<file path="src/rtl/eagle_guard_ctrl.sv">
// Eagle (base) damage controller: per-frame bullet/eagle overlap test and the
// alive -> hit-flash -> destroyed -> game-over life cycle, with restart.
module eagle_guard_ctrl #(
  parameter int EAGLE_SIZE   = 32,
  parameter int BULLET_SIZE  = 4,
  parameter int HIT_POINTS   = 3,
  parameter int FLASH_FRAMES = 30,
  parameter int BLINK_FRAMES = 4,
  parameter int OVER_FRAMES  = 120
) (
  input  logic       clk_50MHz,
  input  logic       reset,
  input  logic       refresh_tick,
  input  logic       restart,
  input  logic [9:0] x_eagle,
  input  logic [9:0] y_eagle,
  input  logic [9:0] x_enemy_bullet,
  input  logic [9:0] y_enemy_bullet,
  input  logic       enemy_bullet_valid,
  input  logic [9:0] x_tank_bullet,
  input  logic [9:0] y_tank_bullet,
  input  logic       tank_bullet_valid,
  output logic       enemy_bullet_hit,
  output logic       tank_bullet_hit,
  output logic [1:0] hits_left,
  output logic       eagle_visible,
  output logic       eagle_destroyed,
  output logic       game_over
);

  localparam int CNT_MAX = (OVER_FRAMES > FLASH_FRAMES) ? OVER_FRAMES : FLASH_FRAMES;
  localparam int CNT_W   = $clog2(CNT_MAX + 1);
  localparam int BLK_W   = $clog2(BLINK_FRAMES + 1);

  localparam logic [CNT_W-1:0] FLASH_LAST = CNT_W'(FLASH_FRAMES - 1);
  localparam logic [CNT_W-1:0] OVER_LAST  = CNT_W'(OVER_FRAMES - 1);
  localparam logic [BLK_W-1:0] BLINK_LAST = BLK_W'(BLINK_FRAMES - 1);
  localparam logic [1:0]       HP_FULL    = 2'(HIT_POINTS);

  typedef enum logic [1:0] {ALIVE, FLASH, DESTROYED, OVER} state_t;

  state_t           state_q;
  logic [1:0]       hits_q;
  logic             vis_q;
  logic             dest_q;
  logic             over_q;
  logic             enemy_hit_q;
  logic             tank_hit_q;
  logic [CNT_W-1:0] cnt_q;
  logic [BLK_W-1:0] blink_q;

  logic enemy_ovl;
  logic tank_ovl;

  // Coordinates widened to 11 bits so box edges near 1023 never wrap.
  function automatic logic overlap(input logic [9:0] bx, input logic [9:0] by,
                                   input logic [9:0] xe, input logic [9:0] ye);
    logic [10:0] bx_w, by_w, xe_w, ye_w;
    bx_w = {1'b0, bx};
    by_w = {1'b0, by};
    xe_w = {1'b0, xe};
    ye_w = {1'b0, ye};
    return (bx_w < xe_w + 11'(EAGLE_SIZE)) && (bx_w + 11'(BULLET_SIZE) > xe_w) &&
           (by_w < ye_w + 11'(EAGLE_SIZE)) && (by_w + 11'(BULLET_SIZE) > ye_w);
  endfunction

  assign enemy_ovl = enemy_bullet_valid &&
                     overlap(x_enemy_bullet, y_enemy_bullet, x_eagle, y_eagle);
  assign tank_ovl  = tank_bullet_valid &&
                     overlap(x_tank_bullet, y_tank_bullet, x_eagle, y_eagle);

  always_ff @(posedge clk_50MHz or negedge reset) begin
    if (!reset) begin
      state_q     <= ALIVE;
      hits_q      <= HP_FULL;
      vis_q       <= 1'b1;
      dest_q      <= 1'b0;
      over_q      <= 1'b0;
      enemy_hit_q <= 1'b0;
      tank_hit_q  <= 1'b0;
      cnt_q       <= '0;
      blink_q     <= '0;
    end else if (restart) begin
      state_q     <= ALIVE;
      hits_q      <= HP_FULL;
      vis_q       <= 1'b1;
      dest_q      <= 1'b0;
      over_q      <= 1'b0;
      enemy_hit_q <= 1'b0;
      tank_hit_q  <= 1'b0;
      cnt_q       <= '0;
      blink_q     <= '0;
    end else begin
      enemy_hit_q <= 1'b0;
      tank_hit_q  <= 1'b0;
      if (refresh_tick) begin
        // The eagle and its wreck both stop bullets; only game-over lets them pass.
        if (state_q != OVER) begin
          enemy_hit_q <= enemy_ovl;
          tank_hit_q  <= tank_ovl;
        end
        case (state_q)
          ALIVE: begin
            if ((enemy_ovl || tank_ovl) && hits_q != 2'd0) begin
              hits_q  <= hits_q - 2'd1;
              cnt_q   <= '0;
              blink_q <= '0;
              if (hits_q == 2'd1) begin
                state_q <= DESTROYED;
                dest_q  <= 1'b1;
                vis_q   <= 1'b1;
              end else begin
                state_q <= FLASH;
                vis_q   <= 1'b0;
              end
            end
          end
          FLASH: begin
            if (cnt_q == FLASH_LAST) begin
              state_q <= ALIVE;
              vis_q   <= 1'b1;
              cnt_q   <= '0;
              blink_q <= '0;
            end else begin
              cnt_q <= cnt_q + CNT_W'(1);
              if (blink_q == BLINK_LAST) begin
                blink_q <= '0;
                vis_q   <= ~vis_q;
              end else begin
                blink_q <= blink_q + BLK_W'(1);
              end
            end
          end
          DESTROYED: begin
            if (cnt_q == OVER_LAST) begin
              state_q <= OVER;
              over_q  <= 1'b1;
              cnt_q   <= '0;
            end else begin
              cnt_q <= cnt_q + CNT_W'(1);
            end
          end
          OVER: begin
            state_q <= OVER;
          end
          default: begin
            state_q <= ALIVE;
          end
        endcase
      end
    end
  end

  assign enemy_bullet_hit = enemy_hit_q;
  assign tank_bullet_hit  = tank_hit_q;
  assign hits_left        = hits_q;
  assign eagle_visible    = vis_q;
  assign eagle_destroyed  = dest_q;
  assign game_over        = over_q;

endmodule
</file>
<file path="config.mk">
export PLATFORM = sky130hd
export DESIGN_NAME = eagle_guard_ctrl
export DESIGN_NICKNAME = d
export VERILOG_FILES = /design/src/rtl/eagle_guard_ctrl.sv
export SDC_FILE = /design/constraint.sdc
export NUM_CORES = 1
export LEC_CHECK = 0
export ABC_AREA = 1
export BUFFER_PORTS_ARGS = -buffer_cell sky130_fd_sc_hd__buf_2
export CAP_MARGIN = 25
export CORE_MARGIN = 2
export CORE_UTILIZATION = 55
export DETAILED_ROUTE_END_ITERATION = 10
export GPL_TIMING_DRIVEN = 0
export PLACE_DENSITY = 0.82
export SYNTH_ARGS = -nofsm -noshare
export SYNTH_HDL_FRONTEND = slang
export SYNTH_SLANG_ARGS = --single-unit
export TNS_END_PERCENT = 100
</file>
<file path="constraint.sdc">
create_clock -name clk_50MHz -period 3.79 [get_ports clk_50MHz]
set_input_delay 0.1895 -clock clk_50MHz [delete_from_list [all_inputs] [get_ports clk_50MHz]]
set_output_delay 0.1895 -clock clk_50MHz [all_outputs]
set_load 0.005 [all_outputs]
</file>
==> results of run 1 <==
## flip-flops by register name, summed over array words and instances (netlist names)
signal / count
cnt_q: 7
blink_q: 3
hits_left: 2
state_q: 2
eagle_destroyed: 1
eagle_visible: 1
enemy_bullet_hit: 1
game_over: 1
tank_bullet_hit: 1
## through the flow
step | hold WS [ns] | total power [mW] | setup slack, ns | instances | util [%]
CTS | 0.218 | 1.03 | 1.35 | 714 | 65.4
global placement | 0.148 | 0.844 | 1.17 | 709 | 64.5
floorplan | -0.106 | 0.690 | 1.58 | 561 | -
finish | 0.220 | 1.03 | 1.37 | 714 | 65.4
detailed placement | 0.157 | 0.879 | 1.09 | 709 | 64.5
global route | 0.224 | 1.14 | 1.15 | 714 | 65.4
## power groups by stage
stage | sequential (mW) | clock [mW] | combinational (mW)
finish | 0.277 | 0.147 | 0.601
global route | 0.284 | 0.158 | 0.702
floorplan | 0.279 | 0 | 0.411
global placement | 0.280 | 0 | 0.564
CTS | 0.278 | 0.147 | 0.603
detailed placement | 0.282 | 0 | 0.597
## worst max-delay path, stage by stage
cell and delay [ns]:
buf_2 0.12, ha_1 0.19, nand2_1 0.07, nor2_1 0.19, nand3_1 0.12, xnor2_1 0.15
ha_1 0.29, nand2_1 0.08, nor2_1 0.11, nand2_1 0.05, nor2_1 0.14, nor2_1 0.05
nand3_1 0.07, nor2_1 0.04, nand3_1 0.10, nand2_1 0.09, nand2_2 0.09, nand3_4 0.12
buf_6 0.18, nand3_1 0.07, nand2_1 0.06
## cell families (layout without fill, tap and decap cells)
logic type                 Yosys count  in the layout  synth area share, %
DFF                                 19             19                 13.0
adders and majority gates           87             87                 29.5
buffers and inverters               88            164                 9.15
xor gates and xnor gates            31             31                 7.36
and+or+nand+nor                    280            280                 32.4
AOI/OAI and AO/OA                   56             56                 8.61
## metal layers
layer	GRT usage (%)	vias up	share of wire, %
met5	0	-	0
met1	28.2	1707	42
met3	2.21	23	3.5
met4	8.37	0	2.2
li1	-	1973	-
met2	46.2	88	53
## synthesized netlist by cell type (3+ instances only)
cell type / count / share of area [%]
nand2_1: 140 / 14
ha_1: 87 / 29
inv_1: 85 / 8.6
nor2_1: 70 / 7.1
nand3_1: 39 / 5.3
a21oi_1: 29 / 3.9
xor2_1: 22 / 5.2
dfrtp_1: 16 / 11
o21ai_0: 13 / 1.8
xnor2_1: 9 / 2.1
nand3b_1: 8 / 1.6
nor3_1: 7 / 0.95
a21o_1: 4 / 0.81
nand4_1: 4 / 0.68
a21boi_0: 3 / 0.61
dfstp_2: 3 / 2.1
nor4_1: 3 / 0.51
## cell type report
| type | count | area share, % |
|---|---|---|
| plain buffers | 2 | 0.358 |
| clock buffers | 4 | 1.07 |
| inverters | 86 | 7.69 |
| multi-input cells | 454 | 68.5 |
| flip-flops and latches | 19 | 11.4 |
| well taps | 77 | 2.30 |
| repair buffers | 72 | 8.70 |
## how the worst min path moves through the flow
stage,from,end,slack [ns],depth (start not counted)
CTS,refresh_tick,tank_bullet_hit,0.22,3
finish,refresh_tick,tank_bullet_hit,0.22,3
global route,refresh_tick,tank_bullet_hit,0.22,3
global placement,reset,eagle_destroyed,0.15,1
floorplan,reset,blink_q[0],-0.11,0
detailed placement,reset,game_over,0.16,1
==> results.md, run 1 <==
- Status: finished clean
- Post-CTS setup buffer count: 0
- RR Startpoint: cnt_q[1]
- Launch point of the worst path: x_enemy_bullet[2]
- Vias in the first global route: approximately 3800
- Core box area: around 0.0064 mm²
- Reg2reg end: cnt_q[3]
- Vias/cell: between 5 and 6
- Clk network pwr share: approximately 14%
- Filler cells: roughly 610
- Syn nets: a little over 700
- DRC viols: 0
- Minimum clock period: 2.42 ns
- Comb pwr share: 58.6%
- Yosys cell types: 32
- Num CTS Buffers: 3
- Die extent in x: ~86 µm
- Drt wl/cell: approximately 12 µm
- Final TNS setup: 0 ns
- First-pass DRT Iterations: 4
- Port Buf Inserts: around 70
- DP HPWL: around 7700 µm
- P_sw: about 0.47 mW
- Final hold vios: 0
- Rows: 29
- Root Buffer: clkbuf_8
- Hold-fix buffers, CTS: 1
- Sequential share of power: 27.0%
- Worst-Skew Late Latency: ~0.26 ns
- Antenna cells: 0
- Final global-route overflow total: 0
- Area growth syn-to-layout: 13.7%
- Final Cycle Share: 63.9%
- Global-route wire length before repair: ~15000 µm
- FMAX: between 400 and 500 MHz
- Worst Path Required: ~3.9 ns
- Share of cells above drive strength 1: 13.0%
- Leakage power: between 2 and 2.5 nW
- Critical path arrival: 2.58 ns
- Die H: 85.9 µm
- Post-synth EDFFs: 0
- Critical Path Fanout Max: 10
- RSZ-0062 raised after global routing: false
- Antenna Nets Post-Route: 0
- IO Pins: 73
- GR Util All Layers: between 20% and 30%
- Worst-Margin Slew: ~0.44 ns
- Setup crit end: blink_q[1]
- Die area: 0.00738 mm²
- Worst setup EP type: flop
- Post-DP Area: between 0.004 and 0.005 mm²
- Starting Density: between 50% and 60%
- Initial DRC Count: 126
- Worst VDD drop: between 0.1 and 0.15 mV
- H-tree levels: 1
- Top_reg_cell synth: dfrtp_1
- Synth warn: 0
- Pins Over Slew Limit: 0
- Setup Viol. Count Final: 0
- Post-synthesis sequential area ratio: 13.0%
- Seq cells post-synth: 19
- Clk buf depth: 2
- MaxCap Viol Count: 0
- Critical Path Start Type: input port
- TritonCTS clock tree: done
- Total routed wirelength: about 9000 µm
- Commonest cells after routing, fill and taps aside: nand2_1, ha_1, inv_1, buf_2, nor2_1
- R2R setup slack: about 2.0 ns
- Clock skew: approximately 0.0011 ns
- Clock sinks: 19
- Synth Cell Area: 0.00369 mm²
- Internal cell power: around 0.56 mW
- Fin area: around 0.0042 mm²
- Worst Hold Class: in2reg
- Critical path type: in2reg
- Mapped Cells: 561
- CTS resizes: 0
- Via count: 3791
- Most common cell after layout, fill and taps aside: nand2_1
- P per Cell Area: 244 mW/mm²
- Async SR Flop Fraction: 100%
- Worst r2r path cells: 11
- Number of antenna violations at the first check in global routing: 0
- Final Wtd Congestion: 0.902
- Nets: just under 800
- Reg area: approximately 480 µm²
- Largest net degree at the start of global routing: 20
- Switching share of power: between 40 and 50%
- Slew HR: a little under three quarters
- Multi-input gate area: about 0.0029 mm²
- Avg Inst Size Synth: about 6.6 µm²
- Clk slew on worst S/H paths: roughly 0.070 ns
No activity file was read; power rests on OpenSTA's default activity.
==> run 2, diff against run 1 <==
Clock period 3.79 ns to 2.3 ns, I/O delays scaled along.
==> results.md, run 2 (synthesis results as in run 1) <==
- Filler cells: approximately 560
- Clk buf depth: 2
- Worst VDD drop: ~0.22 mV
- FMAX: roughly 460 MHz
- Global-route wire length before repair: ~15000 µm
- Fin area: roughly 0.0045 mm²
- Initial DRC Count: roughly 140
- Die H: approximately 86 µm
- Worst setup EP type: flop
- Critical path arrival: approximately 2.3 ns
- Largest regs: cnt_q (7), blink_q (3)
- Max reg flops: 7
- Pins Over Slew Limit: 0
- R2R setup slack: 0.45 ns
- Drt wl/cell: 13.1 µm
- Clk slew on worst S/H paths: ~0.080 ns
- Clock sinks: 19
- GR Util All Layers: between 20% and 30%
- Critical path type: in2reg
- Clock skew: roughly 0.0013 ns
- Area growth syn-to-layout: 21.1%
- Final hold slack: about 0.15 ns
- RR Startpoint: cnt_q[1]
- MaxCap Viol Count: 0
- Final global-route overflow total: 0
- Number of antenna violations at the first check in global routing: 0
- Antenna Nets Post-Route: 0
- DRC viols: 0
- Worst-Skew Late Latency: approximately 0.26 ns
- Launch point of the worst path: x_enemy_bullet[2]
- Die extent in x: 85.9 µm
- IO Pins: 73
- TritonCTS clock tree: done
- Setup Viol. Count Final: 0
- Commonest cells after routing, fill and taps aside: nand2_1, inv_1, ha_1, buf_2, nor2_1
- Starting Density: 57.5%
- Slew HR: between 70% and 80%
- Vias in the first global route: about 3800
- Critical Path Fanout Max: 8
- Total routed wirelength: about 9400 µm
- Worst-Margin Slew: between 0.4 and 0.5 ns
- Worst r2r path cells: 11
- Pre-CTS setup slack: -0.327 ns
- Largest net degree at the start of global routing: 20
- Final Wtd Congestion: 0.902
- H-tree levels: 1
- Post-DP Area: about 0.0041 mm²
- Rows: 29
- Largest Register: cnt_q
- Via count: roughly 3900
- Final TNS setup: 0 ns
- Reg2reg end: cnt_q[3]
- Minimum clock period: approximately 2.2 ns
- Status: finished clean
- Setup crit end: cnt_q[6]
- Worst Path Required: between 2 and 2.5 ns
- Leakage power: 2.48 nW
- Worst Hold Class: in2reg
- Antenna cells: 0
- Final hold vios: 0
- Core box area: around 0.0064 mm²
- Num CTS Buffers: 3
- P per Cell Area: ~400 mW/mm²
- Die area: approximately 0.0074 mm²
- Final Cycle Share: around 94%
- Port Buf Inserts: just over 70
- Share of cells above drive strength 1: approximately a fifth
- Critical Path Start Type: input port
- Nets: 797
- Root Buffer: clkbuf_8
- First-pass DRT Iterations: 5
- Tot Pwr: approximately 1.8 mW
- Most common cell after layout, fill and taps aside: nand2_1
- Fin worst setup slack: ~0.13 ns
- Vias/cell: ~5.4
- DP HPWL: between 7000 and 8000 µm
==> run 2: cell count changes in the layout (fill, tap and decap cells not counted), moves of 5 or more <==
cell | before | now
ha_4 | 0 | 5
nand2_1 | 140 | 132
buf_2 | 71 | 65
nor2_1 | 70 | 58
buf_4 | 0 | 9
ha_1 | 87 | 81
nor2_2 | 1 | 12
nand2_2 | 2 | 9
==> run 2: worst min-delay path by stage <==
stage	end	slack, ns	cells past startpoint	start
3_5_place_dp	game_over	0.08	1	reset
3_3_place_gp	eagle_destroyed	0.07	1	reset
2_1_floorplan	blink_q[0]	-0.18	0	reset
4_1_cts	tank_bullet_hit	0.14	3	refresh_tick
5_1_grt	tank_bullet_hit	0.16	3	refresh_tick
6_report	game_over	0.15	3	refresh_tick
==> run 2: per-stage QoR <==
| stage | cells | util [%] |
|---|---|---|
| detailed placement | 709 | 64.5 |
| finish | 720 | 69.6 |
| global route | 720 | 69.6 |
| CTS | 714 | 65.4 |
| global placement | 709 | 64.5 |
| floorplan | 561 | - |
==> run 2: per-layer routing <==
layer	wire [µm]	GRT usage, %	vias up	share of wire (%)
met5	0	0	-	0
met4	179	8.37	0	1.9
met2	5020	46.4	84	53
met3	275	2.21	20	2.9
li1	-	-	1985	-
met1	3970	28.2	1783	42
==> run 2: critical path: stages <==
cell and delay, ns:
buf_6 0.09, ha_4 0.14, nand2_2 0.07, nor2_4 0.15, xnor2_1 0.14, inv_1 0.10, ha_4 0.28, nand2_2 0.06
nor2_2 0.13, nand2_1 0.07, nor2_2 0.10, nor2_1 0.05, nand3_1 0.08, nor2_1 0.05, nand3_2 0.10, nand2_2 0.07
nand2_2 0.08, nand3_4 0.14, buf_6 0.18, nand3_1 0.06, nand2_1 0.06
==> run 2: where the power goes <==
group          total, mW  switching, mW  leakage, nW  internal [mW]
Sequential         0.457         0.0491        0.252          0.408
Clock              0.243          0.119       0.0228          0.123
Combinational       1.09          0.650         2.20          0.440
==> run 2: cell type report <==
| type | instances | area, µm² | area share [%] |
|---|---|---|---|
| Sequential cell | 19 | 479 | 10.7 |
| Tap cell | 77 | 96.3 | 2.16 |
| Buffer | 2 | 15.0 | 0.336 |
| Clock buffer | 4 | 45.0 | 1.01 |
| Multi-Input combinational cell | 454 | 3070 | 68.8 |
| Timing Repair Buffer | 78 | 437 | 9.77 |
| Inverter | 86 | 323 | 7.22 |
==> run 2: timing repair <==
item | 4_1_cts | 5_1_grt
cloned | 0 | 1
hold endpoints to repair | 16 | 0
setup endpoints to repair | 10 | 16
buffers inserted | 0 | 5
hold buffers | 1 | 0
pin swaps | 0 | 21
resized for setup | 1 | 63
